`src/rtl/joy2quad_multi.sv`:
```
// rtl/joy2quad_multi.sv - multi-channel left/right to quadrature encoder with hold-to-accelerate
module joy2quad_multi #(
  parameter int CHANNELS    = 2,
  parameter int DIV_W       = 16,
  parameter int ACCEL_STEPS = 8,
  parameter int ACCEL_MAX   = 3
) (
  input  logic                  CLK,
  input  logic                  Reset_n,
  input  logic [DIV_W-1:0]      clkdiv,
  input  logic                  accel_en,
  input  logic [CHANNELS-1:0]   right,
  input  logic [CHANNELS-1:0]   left,
  output logic [2*CHANNELS-1:0] steer,
  output logic [CHANNELS-1:0]   step_pulse,
  output logic [CHANNELS-1:0]   dir
);

  localparam int LVL_W = (ACCEL_MAX < 1) ? 1 : $clog2(ACCEL_MAX + 1);
  localparam int CNT_W = (ACCEL_STEPS < 1) ? 1 : $clog2(ACCEL_STEPS + 1);
  localparam logic [LVL_W-1:0] LVL_TOP = LVL_W'(ACCEL_MAX);
  localparam logic [CNT_W:0]   CNT_TOP = (CNT_W + 1)'(ACCEL_STEPS);

  typedef enum logic {IDLE, RUN} state_t;

  // A programmed period of 0 behaves as 1 so the channel never stalls.
  logic [DIV_W-1:0] div_eff;
  assign div_eff = (clkdiv == '0) ? DIV_W'(1) : clkdiv;

  // Countdown reload value for a given acceleration level: max(eff >> lvl, 1) - 1.
  function automatic logic [DIV_W-1:0] reload_val(input logic [DIV_W-1:0] eff,
                                                  input logic [LVL_W-1:0] lvl);
    logic [DIV_W-1:0] p;
    p = eff >> lvl;
    if (p == '0) p = DIV_W'(1);
    return p - DIV_W'(1);
  endfunction

  for (genvar i = 0; i < CHANNELS; i++) begin : g_ch
    state_t           state_q, state_d;
    logic [DIV_W-1:0] ctr_q, ctr_d;
    logic [LVL_W-1:0] lvl_q, lvl_d;
    logic [CNT_W-1:0] cnt_q, cnt_d;
    logic [1:0]       pos_q, pos_d;
    logic             dir_q, dir_d;
    logic             pulse_q, pulse_d;
    logic             fwd, back;

    assign fwd  = right[i] & ~left[i];
    assign back = left[i] & ~right[i];

    // Phase index 0..3 maps onto AB = 00,01,11,10 (Gray order).
    assign steer[2*i+1]  = pos_q[1];
    assign steer[2*i]    = pos_q[1] ^ pos_q[0];
    assign step_pulse[i] = pulse_q;
    assign dir[i]        = dir_q;

    // Next-state logic: decode request, run countdown, step and manage acceleration.
    always_comb begin
      logic [CNT_W:0] cnt_inc;
      state_d = state_q;
      ctr_d   = ctr_q;
      lvl_d   = lvl_q;
      cnt_d   = cnt_q;
      pos_d   = pos_q;
      dir_d   = dir_q;
      pulse_d = 1'b0;
      cnt_inc = {1'b0, cnt_q} + 1'b1;
      case (state_q)
        IDLE: begin
          if (fwd | back) begin
            pos_d   = fwd ? pos_q + 2'd1 : pos_q - 2'd1;
            dir_d   = fwd;
            pulse_d = 1'b1;
            state_d = RUN;
            ctr_d   = reload_val(div_eff, '0);
            cnt_d   = CNT_W'(1);
            lvl_d   = '0;
          end
        end
        RUN: begin
          if (!(fwd | back)) begin
            state_d = IDLE;
            lvl_d   = '0;
            ctr_d   = '0;
            cnt_d   = '0;
          end else if (fwd != dir_q) begin
            // Reversal steps at once and restarts from the base rate.
            pos_d   = fwd ? pos_q + 2'd1 : pos_q - 2'd1;
            dir_d   = fwd;
            pulse_d = 1'b1;
            lvl_d   = '0;
            cnt_d   = CNT_W'(1);
            ctr_d   = reload_val(div_eff, '0);
          end else if (ctr_q != '0) begin
            ctr_d = ctr_q - DIV_W'(1);
            lvl_d = accel_en ? lvl_q : '0;
          end else begin
            pos_d   = fwd ? pos_q + 2'd1 : pos_q - 2'd1;
            dir_d   = fwd;
            pulse_d = 1'b1;
            lvl_d   = accel_en ? lvl_q : '0;
            if (cnt_inc >= CNT_TOP) begin
              cnt_d = '0;
              if (accel_en && (lvl_q < LVL_TOP)) lvl_d = lvl_q + 1'b1;
            end else begin
              cnt_d = cnt_inc[CNT_W-1:0];
            end
            // Reload already reflects any level change made at this step.
            ctr_d = reload_val(div_eff, lvl_d);
          end
        end
      endcase
    end

    // State register with synchronous active-low reset.
    always_ff @(posedge CLK) begin
      if (!Reset_n) begin
        state_q <= IDLE;
        ctr_q   <= '0;
        lvl_q   <= '0;
        cnt_q   <= '0;
        pos_q   <= 2'd0;
        dir_q   <= 1'b0;
        pulse_q <= 1'b0;
      end else begin
        state_q <= state_d;
        ctr_q   <= ctr_d;
        lvl_q   <= lvl_d;
        cnt_q   <= cnt_d;
        pos_q   <= pos_d;
        dir_q   <= dir_d;
        pulse_q <= pulse_d;
      end
    end
  end

endmodule

```
`config.mk`:
```
export PLATFORM = sky130hd
export DESIGN_NAME = joy2quad_multi
export DESIGN_NICKNAME = d
export VERILOG_FILES = /design/src/rtl/joy2quad_multi.sv
export SDC_FILE = /design/constraint.sdc
export NUM_CORES = 1
export LEC_CHECK = 0
export BUFFER_PORTS_ARGS = -buffer_cell sky130_fd_sc_hd__buf_2
export CAP_MARGIN = 25
export CORE_ASPECT_RATIO = 1.2
export CORE_MARGIN = 2
export CORE_UTILIZATION = 63
export DETAILED_ROUTE_END_ITERATION = 8
export MAX_ROUTING_LAYER = met4
export PLACE_DENSITY = 0.91
export RECOVER_POWER = 25
export SYNTH_ARGS = -nofsm -noshare
export SYNTH_HDL_FRONTEND = slang
export SYNTH_SLANG_ARGS = --single-unit
```
`constraint.sdc`:
```
create_clock -name CLK -period 5 [get_ports CLK]
set_input_delay 0 -clock CLK [delete_from_list [all_inputs] [get_ports CLK]]
set_output_delay 0 -clock CLK [all_outputs]
set_load 0.03 [all_outputs]
```
==> results of run 1 <==
-- cell usage after synthesis (all sizes together), types with 8 or more instances --
cell type / n
o21ai: 38
dfxtp: 54
inv: 32
ha: 11
xnor2: 27
mux2i: 21
a211oi: 10
nand2: 62
clkbuf: 30
xor2: 19
a21boi: 8
a221oi: 16
nand3: 34
a31oi: 10
nor3: 20
mux2: 8
and2: 12
a21oi: 66
nand2b: 8
nor4: 10
nor2: 56
buf: 23
-- power groups by stage --
stage,combinational [W],sequential [W],clock (W)
after CTS,0.000587,0.000516,0.000334
final,0.000596,0.000518,0.000337
after global routing,0.000647,0.000522,0.000352
after floorplan,0.000461,0.000512,0
after detailed placement,0.000582,0.000526,0
after global placement,0.000571,0.000523,0
-- flip-flops by register name, indices dropped and copies added (netlist names) --
signal and count:
g_ch.ctr_q 32, g_ch.cnt_q 8, g_ch.lvl_q 4, g_ch.pos_q 4
g_ch.dir_q 2, g_ch.pulse_q 2, g_ch.state_q 2
-- worst register-to-register path: cells and delay by family, from the launching register on --
family | cells | cell delay [ps]
AO/OA/AOI/OAI | 3 | 1020
flip-flops | 1 | 430
adder cells (fa/ha/maj) | 2 | 450
XOR/XNOR | 2 | 520
AND/OR/NAND/NOR | 5 | 1130
multiplexers | 1 | 550
-- area by class of cell --
| type | count | area share |
|---|---|---|
| Multi-Input combinational cell | 556 | 0.704 |
| Sequential cell | 54 | 0.195 |
| Timing Repair Buffer | 34 | 0.0300 |
| Tap cell | 117 | 0.0264 |
| Inverter | 33 | 0.0224 |
| Clock buffer | 6 | 0.0149 |
| Clock inverter | 2 | 0.00700 |
-- path summary, 6_finish.rpt --
| check | from | to | cells past startpoint | slack, ps |
|---|---|---|---|---|
| max | g_ch[0].cnt_q[0] | g_ch[0].ctr_q[8] | 13 | 800 |
| min | Reset_n | g_ch[1].ctr_q[4] | 3 | 60 |
| max reg2reg | g_ch[0].cnt_q[0] | g_ch[0].ctr_q[8] | 13 | 800 |
| min reg2reg | g_ch[1].ctr_q[10] | g_ch[1].ctr_q[10] | 2 | 510 |
-- routing by layer --
layer  GRT usage  up-vias  wire [um]
met3      0.0564       79       1350
met2       0.640      323       8480
li1            -     2558          -
met5           -        -          0
met1       0.445     2628       6460
met4       0.220        0       1100
-- through the flow --
stage,utilization,setup slack [ps],instances,hold slack (ps),instance area [um2]
after global routing,0.654,448,802,78.0,5540
after floorplan,-,1310,696,306,5420
final,0.654,795,802,55.5,5540
after detailed placement,0.641,841,794,416,5430
after global placement,0.641,1000,794,410,5430
after CTS,0.655,787,802,54.3,5550
-- layout by cell type, fill, tap and decap left out, types with 7 or more instances in the layout --
cell type,n
mux2_2,7
ha_1,11
a221oi_1,9
xor2_1,18
o21ai_0,29
xnor2_1,27
inv_1,32
a211o_1,7
buf_2,22
nor4_1,10
nand2_1,61
nor3_1,17
nor2_1,53
a31oi_1,10
mux2i_1,21
o21ai_1,7
a211oi_1,8
nand2b_1,8
a21oi_1,65
and2_1,8
a21boi_0,7
or3_1,7
clkbuf_1,9
dfxtp_1,54
nand3_1,34
-- kinds of logic (layout without fill, tap and decap cells) --
| logic type | Yosys count | count (layout) | synth area share |
|---|---|---|---|
| adders and majority gates | 11 | 11 | 0.0254 |
| muxes | 35 | 35 | 0.0803 |
| buffers and inverters | 86 | 75 | 0.0819 |
| xor gates and xnor gates | 46 | 46 | 0.0757 |
| and+or+nand+nor | 245 | 245 | 0.236 |
| DFF | 54 | 54 | 0.199 |
| AOI/OAI and AO/OA | 219 | 219 | 0.302 |
==> flow_summary.toml, run 1 <==
[run_status]
outcome = "complete, no violations"

[drt]
drt_iter0_markers = 561
wire_per_inst_um = 21.7
detailroute.via_count = 5588
drc = 0
dr.pass1.iters = 5
vias_per_cell = 6.97
ant_nets = 0
routed_wl_mm = 17.4

[pwr]
power_frac_clock = 0.232
power.internal_w = 0.000852
p_leak_nw = 2.00
switching_share = 0.413
p_sw_w = 0.000599
powerDensity_mw_per_mm2 = 262
combinationalPowerShare = 0.411
power_w = 0.00145
pwr-share-seq = 0.357
vdd_drop_max_mv = 0.249

[grt]
grt_antenna_before_repair = 0
grt_max_degree = 32
grt_overflow = 0
grt_pass1_vias = 5446
grt_pass1_wl_mm = 28.0
grtUsageTotal = 0.390

[floorplan]
row_count = 37
dieArea_mm2 = 0.00937
die_x_um = 88.7
die_h_um = 106
ios = 31
start_util = 0.640
core_area_mm2 = 0.00847

[layout]
drive_gt1_frac = 0.124
multi_input_comb_area_mm2 = 0.00390
register_area_mm2 = 0.00108
n_antenna_cell = 0
nets = 718
area_growth_pct = 2.10
fillers = 772

[setup_path]
cp_cell_sequence = "ha_1, and4b_1, a211oi_2, xor2_2, and2_4, mux4_2, a2111o_1, and2_1, ha_1, nand4_1, nor3b_1, xor2_1, a221oi_1"
cp.required_ps = 5240
cp.arrival_ps = 4440
start_kind = "register"
slowest_stage = "mux4_2"
cp_slowest_stage_delay_ps = 550
cpMostUsedCell = "ha_1"
critPathBufInv = 0
crit_path_max_fanout = 18
cp-end-kind = "register"
critPathKind = "register to register"
crit_family = "simple AND/OR/NAND/NOR gates"

[logic_synthesis]
synth_top_flop_cell = "dfxtp_1"
yosysTopAreaCellShare = 0.199
synth_fp_nets = 730
seq_area_frac_synth = 0.199
yosysWarnings = 0
syn_area_per_cell_um2 = 7.79
async_reset_ff_frac = 0
ys_ff_latch = 54
syn_inst = 696
yosys.area.top_type = "dfxtp_1"
ys_top_cells_by_area = "dfxtp_1 20%, a21oi_1 6.0%, xnor2_1 4.4%"
synth_edf_count = 0
synth_cell_types = 95
syn_area_mm2 = 0.00542

[clock_network]
numCtsBuffers = 5
clock_latency_ps = 340
cts-root-buf = "clkbuf_8"
postCtsSetupBuffers = 0
tritoncts = "done"
cts_hold_buf = 0
cts-resized-gates = 0
cts_max_path_buffers = 2
h-tree-depth = 2
cts.clk_slew.worst_paths_ps = 120
cts.sinks = 54

[timing]
fin_setup_tns_ps = 0
worst_pin_slew_ps = 1180
maxSlewViolCount = 0
finalCritPeriodShare = 0.841
fmax_mhz = 238
max_slew_margin = 0.215
fin_worst_skew_ps = 13.0
final-setup-viol-count = 0
rsz0062_at_grt = "no"
finalHoldViolCount = 0
min_period_ps = 4200

[job]
drv_cap = 0

[placed_design]
dp_hpwl_mm = 12.9
routabilityCongestion = 1.02
io_buffers = 30

[min_path]
hp-class = "primary input to register"
(Power assumes the default switching activity.)
==> run 2: changes to the inputs <==
==> constraint.sdc (replaced) <==
create_clock -name CLK -period 4.2 [get_ports CLK]
set_input_delay 0 -clock CLK [delete_from_list [all_inputs] [get_ports CLK]]
set_output_delay 0 -clock CLK [all_outputs]
set_load 0.03 [all_outputs]
==> run 2 against run 1 <==
  * Core utilization rose by 0.80 points
  * Clock skew fell by 1.1 ps
  * Die area did not move
  * Critical path type unchanged
  * Largest power group unchanged
==> flow_summary.toml, run 2 (synthesized netlist as in run 1, its figures left out) <==
[run_status]
outcome = "complete, no violations"

[drt]
ant_nets = 0
detailroute.via_count = 5649
drt_iter0_markers = 745
vias_per_cell = 6.97
routed_wl_mm = 17.3
drc = 0
dr.pass1.iters = 6
wire_per_inst_um = 21.4

[floorplan]
start_util = 0.640
die_h_um = 106
core_area_mm2 = 0.00847
ios = 31
die_x_um = 88.7
dieArea_mm2 = 0.00937
row_count = 37

[clock_network]
tritoncts = "done"
cts_hold_buf = 0
cts_max_path_buffers = 2
clock_latency_ps = 340
h-tree-depth = 2
cts.sinks = 54
cts.clk_slew.worst_paths_ps = 110
cts-root-buf = "clkbuf_8"
numCtsBuffers = 5

[placed_design]
dp_hpwl_mm = 13.0
io_buffers = 30
routabilityCongestion = 1.08
dp.cells = 801

[setup_path]
startpoint = "g_ch[1].cnt_q[0]"
slowest_stage = "a221oi_4"
start_kind = "register"
crit_family = "compound AO/OA/AOI/OAI gates"
critPathKind = "register to register"
reg2reg_from = "g_ch[1].cnt_q[0]"
cp_slowest_stage_delay_ps = 510
path_depth = 14
cp.arrival_ps = 4290
cpMostUsedCell = "ha_1"
cp-end-kind = "register"
critPathBufInv = 0
reg2reg_slack_ps = 140
crit_path_max_fanout = 8
r2r_cells = 14
cp.required_ps = 4430
cp_cell_sequence = "ha_1, nand4b_4, a221oi_4, o21ai_0, nand4_1, o31ai_4, nor4b_1, a21o_1, a21oi_1, ha_1, nand2_1, or3_1, a221oi_1, o32ai_1"
rr_endpoint = "g_ch[1].ctr_q[6]"
crit_path_end = "g_ch[1].ctr_q[6]"

[grt]
use_met2 = 0.624
grt_max_degree = 30
grtUsageMet3 = 0.0501
grt-busiest-layer = "met2"
grtUsageMet1 = 0.468
grtUsageTotal = 0.389
grt_antenna_before_repair = 0
grt_pass1_wl_mm = 27.8
grt_overflow = 0
grt_pass1_vias = 5350

[layout]
n_antenna_cell = 0
fin_cells = 810
final_cell_mix = "65 x a21oi_1, 61 x nand2_1, 53 x nor2_1, 53 x dfxtp_1, 34 x nand3_1"
drive_gt1_frac = 0.136
fillers = 748
largest_reg_flops = 32
regMostFlops = "g_ch.ctr_q"
nets = 727
largestRegisters = "g_ch.ctr_q x32, g_ch.cnt_q x8"
register_area_mm2 = 0.00108
layout_commonest_cell = "a21oi_1"
area_growth_pct = 3.34
multi_input_comb_area_mm2 = 0.00393

[timing]
max_slew_margin = 0.345
fmax_mhz = 246
fin_setup_tns_ps = 0
maxSlewViolCount = 0
min_period_ps = 4060
fin_worst_skew_ps = 11.8
finalHoldViolCount = 0
rsz0062_at_grt = "no"
finalCritPeriodShare = 0.968
worst_pin_slew_ps = 980
final-setup-viol-count = 0

[pwr]
combinationalPowerShare = 0.434
power_frac_clock = 0.190
vdd_drop_max_mv = 0.204
p_leak_nw = 2.05
power.internal_w = 0.000938
powerDensity_mw_per_mm2 = 295
switching_share = 0.433
pwr-share-seq = 0.376
p_sw_w = 0.000715

[job]
drv_cap = 0

[min_path]
hp-class = "primary input to register"
==> run 2: through the flow <==
stage               utilization  area, um2  setup WS (ps)  hold slack (ps)  total power, W
floorplan                     -       5420            510              306         0.00116
global placement          0.647       5480            295              418         0.00131
detailed placement        0.647       5480            150              413         0.00133
CTS                       0.657       5570            120             66.3         0.00163
global route              0.662       5610           8.35             91.4         0.00173
finish                    0.662       5610            136             69.5         0.00165
==> run 2: repair_timing <==
action | in CTS | in global routing
endpoints found under the hold margin | 0 | 0
resized for setup | 0 | 6
setup buffers | 0 | 2
endpoints found under the setup margin | 0 | 8
==> run 2: power by group through the flow <==
stage	sequential [W]	clock (W)	combinational [W]
floorplan	0.000609	0	0.000548
global placement	0.000626	0	0.000684
detailed placement	0.000629	0	0.000699
CTS	0.000617	0.000311	0.000704
global route	0.000626	0.000330	0.000777
finish	0.000621	0.000315	0.000718
==> run 2: final cells by class <==
class / instances / share of cell area
tap: 117 / 0.0261
timing repair buffer: 43 / 0.0422
multi-input combinational: 556 / 0.702
clock inverter: 2 / 0.00246
clock buffer: 5 / 0.0123
inverter: 33 / 0.0221
sequential: 54 / 0.193
==> run 2: layer usage <==
| layer | routed length, um | vias to the layer above |
|---|---|---|
| met5 | 0 | - |
| met4 | 1040 | 0 |
| met3 | 1650 | 91 |
| met2 | 8340 | 394 |
| met1 | 6270 | 2594 |
| li1 | - | 2570 |
==> run 2: how the worst min path moves through the flow <==
stage,startpoint,endpoint,slack [ps],cells after the start
2_1_floorplan,Reset_n,g_ch[0].ctr_q[5],310,3
3_3_place_gp,Reset_n,g_ch[1].ctr_q[4],420,3
3_5_place_dp,Reset_n,g_ch[1].ctr_q[4],410,3
4_1_cts,Reset_n,g_ch[1].ctr_q[4],70,3
5_1_grt,Reset_n,g_ch[0].cnt_q[3],90,3
6_report,Reset_n,g_ch[1].ctr_q[4],70,3
==> run 2: worst register-to-register path, stage by stage (launching register included) <==
cell	delay (ps)
dfxtp_1	410
ha_1	280
nand4b_4	280
a221oi_4	510
o21ai_0	300
nand4_1	240
o31ai_4	100
nor4b_1	170
a21o_1	190
a21oi_1	200
ha_1	320
nand2_1	130
or3_1	380
a221oi_1	320
o32ai_1	120
